**src/rtl/alu_pkg.sv**
```systemverilog
// Shared ALU decode types: control codes, decode result and funct7 patterns.
package alu_pkg;

    typedef enum logic [3:0] {
        ALU_ADD  = 4'b0000,
        ALU_SUB  = 4'b0001,
        ALU_AND  = 4'b0010,
        ALU_OR   = 4'b0011,
        ALU_XOR  = 4'b0100,
        ALU_SLT  = 4'b0101,
        ALU_SLTU = 4'b0110,
        ALU_SLL  = 4'b0111,
        ALU_SRL  = 4'b1000,
        ALU_SRA  = 4'b1001
    } alu_ctrl_e;

    typedef struct packed {
        alu_ctrl_e alu_ctrl;
        logic      is_shamt;
        logic      is_muldiv;
        logic      illegal;
    } alu_dec_t;

    localparam logic [6:0] FUNCT7_BASE   = 7'b0000000;
    localparam logic [6:0] FUNCT7_ALT    = 7'b0100000;
    localparam logic [6:0] FUNCT7_MULDIV = 7'b0000001;

    // Decode of "no ALU class": plain ADD, no flags.
    localparam alu_dec_t ALU_DEC_NOP = '{alu_ctrl: ALU_ADD, is_shamt: 1'b0,
                                         is_muldiv: 1'b0, illegal: 1'b0};

endpackage

```
**src/rtl/alu_decode_pipe_if.sv**
```systemverilog
// Decode-request / decoded-result bus between decode stage and execute stage.
interface alu_decode_pipe_if #(
    parameter int DEPTH = 2,
    parameter int CNT_W = 8
);
    localparam int CW = $clog2(DEPTH + 1);

    logic             in_valid;
    logic             in_ready;
    logic [2:0]       funct3;
    logic [6:0]       funct7;
    logic             instr_5;
    logic             isBranch;
    logic             isALUreg;
    logic             isALUimm;
    logic             out_valid;
    logic             out_ready;
    logic [3:0]       alu_ctrl;
    logic             is_shamt;
    logic             is_muldiv;
    logic             illegal;
    logic [CW-1:0]    count;
    logic [CNT_W-1:0] illegal_cnt;

    // Requester / consumer side
    modport master (
        output in_valid, funct3, funct7, instr_5, isBranch, isALUreg, isALUimm, out_ready,
        input  in_ready, out_valid, alu_ctrl, is_shamt, is_muldiv, illegal, count, illegal_cnt
    );

    // Decoder queue side
    modport slave (
        input  in_valid, funct3, funct7, instr_5, isBranch, isALUreg, isALUimm, out_ready,
        output in_ready, out_valid, alu_ctrl, is_shamt, is_muldiv, illegal, count, illegal_cnt
    );

endinterface

```
**src/rtl/alu_decode_comb.sv**
```systemverilog
// Purely combinational RV32I(+M) ALU decoder: instruction fields in, decode struct out.
module alu_decode_comb
    import alu_pkg::*;
#(
    parameter bit ENABLE_M = 1'b0
) (
    input  logic [2:0] funct3,
    input  logic [6:0] funct7,
    input  logic       instr_5,
    input  logic       isBranch,
    input  logic       isALUreg,
    input  logic       isALUimm,
    output alu_dec_t   dec
);

    logic      f7_base;
    logic      f7_alt;
    logic      f7_md;
    alu_ctrl_e rr_op;

    assign f7_base = (funct7 == FUNCT7_BASE);
    assign f7_alt  = (funct7 == FUNCT7_ALT);
    assign f7_md   = (funct7 == FUNCT7_MULDIV);

    // Arithmetic op shared by reg and imm forms; SUB only exists in the reg form
    always_comb begin
        rr_op = ALU_ADD;
        unique case (funct3)
            3'b000: rr_op = (isALUreg && instr_5 && funct7[5]) ? ALU_SUB : ALU_ADD;
            3'b001: rr_op = ALU_SLL;
            3'b010: rr_op = ALU_SLT;
            3'b011: rr_op = ALU_SLTU;
            3'b100: rr_op = ALU_XOR;
            3'b101: rr_op = funct7[5] ? ALU_SRA : ALU_SRL;
            3'b110: rr_op = ALU_OR;
            3'b111: rr_op = ALU_AND;
            default: rr_op = ALU_ADD;
        endcase
    end

    // Class-specific decode and legality; illegal encodings fall back to ADD with no other flags
    always_comb begin
        dec = ALU_DEC_NOP;
        if (isBranch) begin
            unique case (funct3[2:1])
                2'b00:   dec.alu_ctrl = ALU_SUB;
                2'b10:   dec.alu_ctrl = ALU_SLT;
                2'b11:   dec.alu_ctrl = ALU_SLTU;
                default: dec.illegal  = 1'b1;
            endcase
        end else if (isALUreg) begin
            if (f7_md) begin
                if (ENABLE_M) begin
                    dec.is_muldiv = 1'b1;
                    dec.alu_ctrl  = alu_ctrl_e'({1'b0, funct3});
                end else begin
                    dec.illegal = 1'b1;
                end
            end else if (f7_base || (f7_alt && (funct3 == 3'b000 || funct3 == 3'b101))) begin
                dec.alu_ctrl = rr_op;
            end else begin
                dec.illegal = 1'b1;
            end
        end else if (isALUimm) begin
            // funct7 is immediate data except for the shift forms
            if (funct3 == 3'b001) begin
                if (f7_base) begin
                    dec.alu_ctrl = rr_op;
                    dec.is_shamt = 1'b1;
                end else begin
                    dec.illegal = 1'b1;
                end
            end else if (funct3 == 3'b101) begin
                if (f7_base || f7_alt) begin
                    dec.alu_ctrl = rr_op;
                    dec.is_shamt = 1'b1;
                end else begin
                    dec.illegal = 1'b1;
                end
            end else begin
                dec.alu_ctrl = rr_op;
            end
        end
    end

endmodule

```
**src/rtl/alu_decode_pipe.sv**
```systemverilog
// ALU decoder followed by a DEPTH-entry valid/ready queue toward execute.
module alu_decode_pipe
    import alu_pkg::*;
#(
    parameter int DEPTH    = 2,
    parameter bit ENABLE_M = 1'b0,
    parameter int CNT_W    = 8
) (
    input  logic              clk,
    input  logic              rst_n,
    input  logic              flush,
    alu_decode_pipe_if.slave  bus
);

    localparam int            PW   = (DEPTH > 1) ? $clog2(DEPTH) : 1;
    localparam int            CW   = $clog2(DEPTH + 1);
    localparam logic [PW-1:0] LAST = PW'(DEPTH - 1);
    localparam logic [CW-1:0] FULL = CW'(DEPTH);

    alu_dec_t         dec;
    alu_dec_t         mem [DEPTH];
    alu_dec_t         head;
    logic [PW-1:0]    wr_ptr;
    logic [PW-1:0]    rd_ptr;
    logic [CW-1:0]    count;
    logic [CNT_W-1:0] ill_cnt;
    logic             in_ready;
    logic             out_valid;
    logic             push;
    logic             pop;

    alu_decode_comb #(.ENABLE_M(ENABLE_M)) u_dec (
        .funct3   (bus.funct3),
        .funct7   (bus.funct7),
        .instr_5  (bus.instr_5),
        .isBranch (bus.isBranch),
        .isALUreg (bus.isALUreg),
        .isALUimm (bus.isALUimm),
        .dec      (dec)
    );

    // in_ready depends only on stored occupancy, so a pop never frees a slot in the same cycle
    assign in_ready  = (count != FULL);
    assign out_valid = (count != '0);
    assign push      = bus.in_valid & in_ready & ~flush;
    assign pop       = out_valid & bus.out_ready & ~flush;

    // Pointers and occupancy; flush empties the queue and discards any coincident handshake
    always_ff @(posedge clk or negedge rst_n) begin
        if (!rst_n) begin
            wr_ptr <= '0;
            rd_ptr <= '0;
            count  <= '0;
        end else if (flush) begin
            wr_ptr <= '0;
            rd_ptr <= '0;
            count  <= '0;
        end else begin
            if (push) wr_ptr <= (wr_ptr == LAST) ? '0 : wr_ptr + 1'b1;
            if (pop)  rd_ptr <= (rd_ptr == LAST) ? '0 : rd_ptr + 1'b1;
            unique case ({push, pop})
                2'b10:   count <= count + 1'b1;
                2'b01:   count <= count - 1'b1;
                default: count <= count;
            endcase
        end
    end

    // Entry storage; slots outside the live window are never visible, so no reset is needed
    always_ff @(posedge clk) begin
        if (push) mem[wr_ptr] <= dec;
    end

    // Saturating count of accepted illegal encodings; survives flush
    always_ff @(posedge clk or negedge rst_n) begin
        if (!rst_n) begin
            ill_cnt <= '0;
        end else if (push && dec.illegal && (ill_cnt != '1)) begin
            ill_cnt <= ill_cnt + 1'b1;
        end
    end

    assign head = mem[rd_ptr];

    assign bus.in_ready    = in_ready;
    assign bus.out_valid   = out_valid;
    assign bus.alu_ctrl    = out_valid ? head.alu_ctrl  : 4'b0000;
    assign bus.is_shamt    = out_valid ? head.is_shamt  : 1'b0;
    assign bus.is_muldiv   = out_valid ? head.is_muldiv : 1'b0;
    assign bus.illegal     = out_valid ? head.illegal   : 1'b0;
    assign bus.count       = count;
    assign bus.illegal_cnt = ill_cnt;

endmodule

```
**src/flat_wrapper.sv**
```systemverilog
// flat-port wrapper written by rule: the top's interface ports become plain ports
module alu_decode_pipe_flat import alu_pkg::*;
#(
    parameter int DEPTH    = 2,
    parameter bit ENABLE_M = 1'b0,
    parameter int CNT_W    = 8
)
  (clk, rst_n, flush, bus_in_valid, bus_funct3, bus_funct7, bus_instr_5, bus_isBranch, bus_isALUreg, bus_isALUimm, bus_out_ready, bus_in_ready, bus_out_valid, bus_alu_ctrl, bus_is_shamt, bus_is_muldiv, bus_illegal, bus_count, bus_illegal_cnt);
  alu_decode_pipe_if #(.DEPTH(DEPTH), .CNT_W(CNT_W)) bus_i ();
  input  logic clk;
  input  logic rst_n;
  input  logic flush;
  input wire logic [$bits(bus_i.in_valid)-1:0] bus_in_valid;
  input wire logic [$bits(bus_i.funct3)-1:0] bus_funct3;
  input wire logic [$bits(bus_i.funct7)-1:0] bus_funct7;
  input wire logic [$bits(bus_i.instr_5)-1:0] bus_instr_5;
  input wire logic [$bits(bus_i.isBranch)-1:0] bus_isBranch;
  input wire logic [$bits(bus_i.isALUreg)-1:0] bus_isALUreg;
  input wire logic [$bits(bus_i.isALUimm)-1:0] bus_isALUimm;
  input wire logic [$bits(bus_i.out_ready)-1:0] bus_out_ready;
  output wire logic [$bits(bus_i.in_ready)-1:0] bus_in_ready;
  output wire logic [$bits(bus_i.out_valid)-1:0] bus_out_valid;
  output wire logic [$bits(bus_i.alu_ctrl)-1:0] bus_alu_ctrl;
  output wire logic [$bits(bus_i.is_shamt)-1:0] bus_is_shamt;
  output wire logic [$bits(bus_i.is_muldiv)-1:0] bus_is_muldiv;
  output wire logic [$bits(bus_i.illegal)-1:0] bus_illegal;
  output wire logic [$bits(bus_i.count)-1:0] bus_count;
  output wire logic [$bits(bus_i.illegal_cnt)-1:0] bus_illegal_cnt;
  assign bus_i.in_valid = bus_in_valid;
  assign bus_i.funct3 = bus_funct3;
  assign bus_i.funct7 = bus_funct7;
  assign bus_i.instr_5 = bus_instr_5;
  assign bus_i.isBranch = bus_isBranch;
  assign bus_i.isALUreg = bus_isALUreg;
  assign bus_i.isALUimm = bus_isALUimm;
  assign bus_i.out_ready = bus_out_ready;
  assign bus_in_ready = bus_i.in_ready;
  assign bus_out_valid = bus_i.out_valid;
  assign bus_alu_ctrl = bus_i.alu_ctrl;
  assign bus_is_shamt = bus_i.is_shamt;
  assign bus_is_muldiv = bus_i.is_muldiv;
  assign bus_illegal = bus_i.illegal;
  assign bus_count = bus_i.count;
  assign bus_illegal_cnt = bus_i.illegal_cnt;
  alu_decode_pipe #(.DEPTH(DEPTH), .ENABLE_M(ENABLE_M), .CNT_W(CNT_W)) u_core (.clk(clk), .rst_n(rst_n), .flush(flush), .bus(bus_i));
endmodule
```
**config.mk**
```make
export PLATFORM = sky130hd
export DESIGN_NAME = alu_decode_pipe_flat
export DESIGN_NICKNAME = d
export VERILOG_FILES = /design/src/rtl/alu_pkg.sv /design/src/rtl/alu_decode_pipe_if.sv /design/src/rtl/alu_decode_comb.sv /design/src/rtl/alu_decode_pipe.sv /design/src/flat_wrapper.sv
export SDC_FILE = /design/constraint.sdc
export NUM_CORES = 1
export LEC_CHECK = 0
export ABC_CLOCK_PERIOD_IN_PS = 2900
export CAP_MARGIN = 15
export CORE_AREA = 2 2 55 57
export DETAILED_ROUTE_END_ITERATION = 8
export DIE_AREA = 0 0 57 59
export GPL_TIMING_DRIVEN = 0
export PLACE_DENSITY = 0.81
export SKIP_CTS_REPAIR_TIMING = 1
export SLEW_MARGIN = 40
export SYNTH_ARGS = -nofsm -noshare
export SYNTH_HDL_FRONTEND = slang
export SYNTH_SLANG_ARGS = --single-unit
```
**constraint.sdc**
```tcl
create_clock -name clk -period 2.9 [get_ports clk]
set_clock_uncertainty 0.1 [all_clocks]
set_input_delay 0.58 -clock clk [delete_from_list [all_inputs] [get_ports clk]]
set_output_delay 0.58 -clock clk [all_outputs]
set_load 0.005 [all_outputs]
```
==> results.sh <==
export IMPL_min_period_ns=2.533
export IMPL_final_cell_mix="34 x clkdlybuf4s50_1, 24 x nor2_1, 12 x dfrtp_1, 12 x edfxtp_1"
export IMPL_max_freq_mhz=394.8
export IMPL_clock_latency_ns=0.30
export IMPL_synth_seq_cells=24
export IMPL_cts_buffers=3
export IMPL_end_kind="flop"
export IMPL_synth_edf_count=12
export IMPL_grt_max_degree=14
export IMPL_dieArea_mm2=0.003363
export IMPL_clock_path_buffers=2
export IMPL_worstReg2RegStart="u_core.bus.count[0]$_DFFE_PN0P_"
export IMPL_routedWlPerCell_um=12.68
export IMPL_vias_per_cell=5.456
export IMPL_holdPathEnd="u_core.bus.illegal_cnt[6]$_DFFE_PN0P_"
export IMPL_htree_levels=1
export IMPL_dp_hpwl_mm=2.110
export IMPL_synth_area_per_cell_um2=9.945
export IMPL_rows=19
export IMPL_final_cell_area_mm2=0.001748
export IMPL_critPathKind="input port to flop"
export IMPL_ys_seq_area_share_pct=49.21
export IMPL_synth_cells=135
export IMPL_cp_common_cell="nor2_1"
export IMPL_grtUsageTotal_pct=16.70
export IMPL_ys_flop_type="edfxtp_1"
export IMPL_final_common_cell="clkdlybuf4s50_1"
export IMPL_drtPass1Iterations=4
export IMPL_wirelength_mm=2.586
export IMPL_critPathTopFamily="simple AND/OR/NAND/NOR gates"
export IMPL_gp_congestion=0.9286
export IMPL_max_vdd_ir_drop_mv=0.4241
export IMPL_outcome="complete, no violations"
export IMPL_arrival_ns=2.52
export IMPL_placed_area_mm2=0.001722
export IMPL_first_global_vias=1084
export IMPL_r2r_end="u_core.bus.illegal_cnt[1]$_DFFE_PN0P_"
export IMPL_syn_to_final_growth_pct=30.20
export IMPL_tns_ns=0
export IMPL_power_density_mw_per_mm2=483.0
export IMPL_tightestPinTransition_ns=0.5290
export IMPL_drv_cap=0
export IMPL_path_buf_inv=1
export IMPL_crit_slowest_cell="or4_4"
export IMPL_cpPeakStageDelay_ns=0.54
export IMPL_critPathLaunch="bus_funct7[1]"
export IMPL_cp_cell_sequence="clkdlybuf4s50_1 > or4_4 > nor3_2 > nand3_1 > nor2_1 > nor2_1 > a311oi_1"
export IMPL_grt_overflow=0
export IMPL_coreArea_mm2=0.002710
export IMPL_worstPathMaxFanout=5
export IMPL_die_y_um=59
export IMPL_drive_gt1_share_pct=6.358
export IMPL_hold_viol_final=0
export IMPL_yosysWarnings=0
export IMPL_dieWidth_um=57
export IMPL_num_io_pins=38
export IMPL_cts_tree="yes"
export IMPL_setup_viol=0
export IMPL_start_util_pct=49.54
export IMPL_worstHoldPathCells=1
export IMPL_antenna_cells=0
export IMPL_min_path_type="flop to flop"
export IMPL_root_buffer="clkbuf_4"
export IMPL_power_leakage_nw=0.6721
export IMPL_rsz0062_at_grt="false"
export IMPL_r2r_cells=5
export IMPL_drv_slew=0
export IMPL_holdWs_ns=0.4087
export IMPL_synth_area_mm2=0.001343
export IMPL_finalCritPeriodShare_pct=87.35
export IMPL_final_antenna_net_count=0
export IMPL_synth_async_reset_ratio_pct=50.00
export IMPL_worst_setup_path_start_kind="input port"
export IMPL_holdCritStartpoint="u_core.bus.illegal_cnt[6]$_DFFE_PN0P_"
export IMPL_critical_path_required_ns=2.89
export IMPL_r2r_setup_slack_ns=1.11
export IMPL_synth_fp_nets=155
export IMPL_port_buffer_count=34
export IMPL_vias=1113
export IMPL_synth_cell_type_count=38
export IMPL_nets=194
export IMPL_antenna_found_initial=0
export IMPL_grt_pass1_wl_mm=4.436
export IMPL_maxSlewHeadroom_pct=64.62
export IMPL_clk_pin_slew_ns=0.12
export IMPL_fillers=226
export IMPL_drt_iter0_drc=33
export IMPL_clock_sinks=24
export IMPL_remaining_drc_errors=0
export IMPL_path_depth=7
==> synth_stat cells (all sizes together), types with 5 or more instances <==
| cell type | n | area share, % |
|---|---|---|
| nand2 | 8 | 2.2 |
| a21oi | 8 | 3.0 |
| xor2 | 5 | 3.3 |
| xnor2 | 5 | 3.3 |
| inv | 7 | 2.0 |
| edfxtp | 12 | 27 |
| dfrtp | 12 | 22 |
| nor3 | 6 | 2.6 |
| mux2i | 7 | 5.2 |
| nor2 | 24 | 6.7 |
==> worst reg2reg max path, stage by stage, from the launching register on <==
cell      delay, ns
dfrtp_1        0.45
nand2b_1       0.21
nand3b_1       0.17
nor3_1         0.27
o21a_4         0.20
mux2_4         0.30
==> per-layer routing <==
metal / wire [um] / vias up / share of wire, % / GRT usage, %
met5: 0 / - / 0 / 0
met4: 52 / 0 / 2.0 / 5.980
met3: 123 / 6 / 4.8 / 2.620
met2: 1391 / 38 / 54 / 31.69
met1: 1019 / 512 / 39 / 18.97
li1: - / 557 / - / -
==> area by class of cell <==
type                            instances  area (um^2)  area share, %
Buffer                                  4        18.77          1.074
Clock buffer                            4        26.28          1.503
Inverter                                7        26.28          1.503
Multi-Input combinational cell        100        636.9          36.44
Sequential cell                        24        660.6          37.80
Tap cell                               31        38.79          2.219
Timing Repair Buffer                   34        340.3          19.47
==> cell families (layout without fill, tap and decap cells) <==
logic type               after synthesis  after routing  synth area share (%)
buffers and inverters                 11             49                 3.356
AO/OA/AOI/OAI                         24             24                 12.68
XOR/XNOR                              10             10                 6.523
multiplexers                           8              8                 6.337
adder cells (fa/ha/maj)                1              1                0.9318
AND/OR/NAND/NOR                       56             56                 20.69
other                                  1              1                0.2793
flip-flops                            24             24                 49.21
==> metrics by stage <==
stage                     instances  power (mW)  util (%)  setup WS [ns]
final                           204      0.8442     64.50         0.3670
after global routing            204      0.9034     64.50         0.1915
after CTS                       204      0.8535     64.50         0.3628
after detailed placement        200      0.7115     63.53        0.04485
after global placement          200      0.6996     63.53         0.1977
after floorplan                 135      0.5702         -         0.6877
==> worst max-delay path by stage <==
stage / endpoint
after floorplan: u_core.bus.illegal_cnt[1]$_DFFE_PN0P_
after global placement: u_core.mem[1][3]$_DFFE_PP_
after detailed placement: u_core.mem[0][3]$_DFFE_PP_
after CTS: u_core.mem[0][3]$_DFFE_PP_
after global routing: u_core.mem[1][3]$_DFFE_PP_
final: u_core.mem[0][3]$_DFFE_PP_
==> power by group <==
part	switching [mW]	internal (mW)	total (mW)
Clock	0.0855	0.0536	0.139
Combinational	0.101	0.153	0.254
Sequential	0.0495	0.401	0.451
Total	0.236	0.608	0.844
==> sequential cells by signal (all words and copies together), names as in the netlist <==
signal,count
u_core.mem,12
u_core.rd_ptr,1
u_core.bus.illegal_cnt,8
u_core.bus.count,2
u_core.wr_ptr,1
Power figures use the tool's default switching activity.
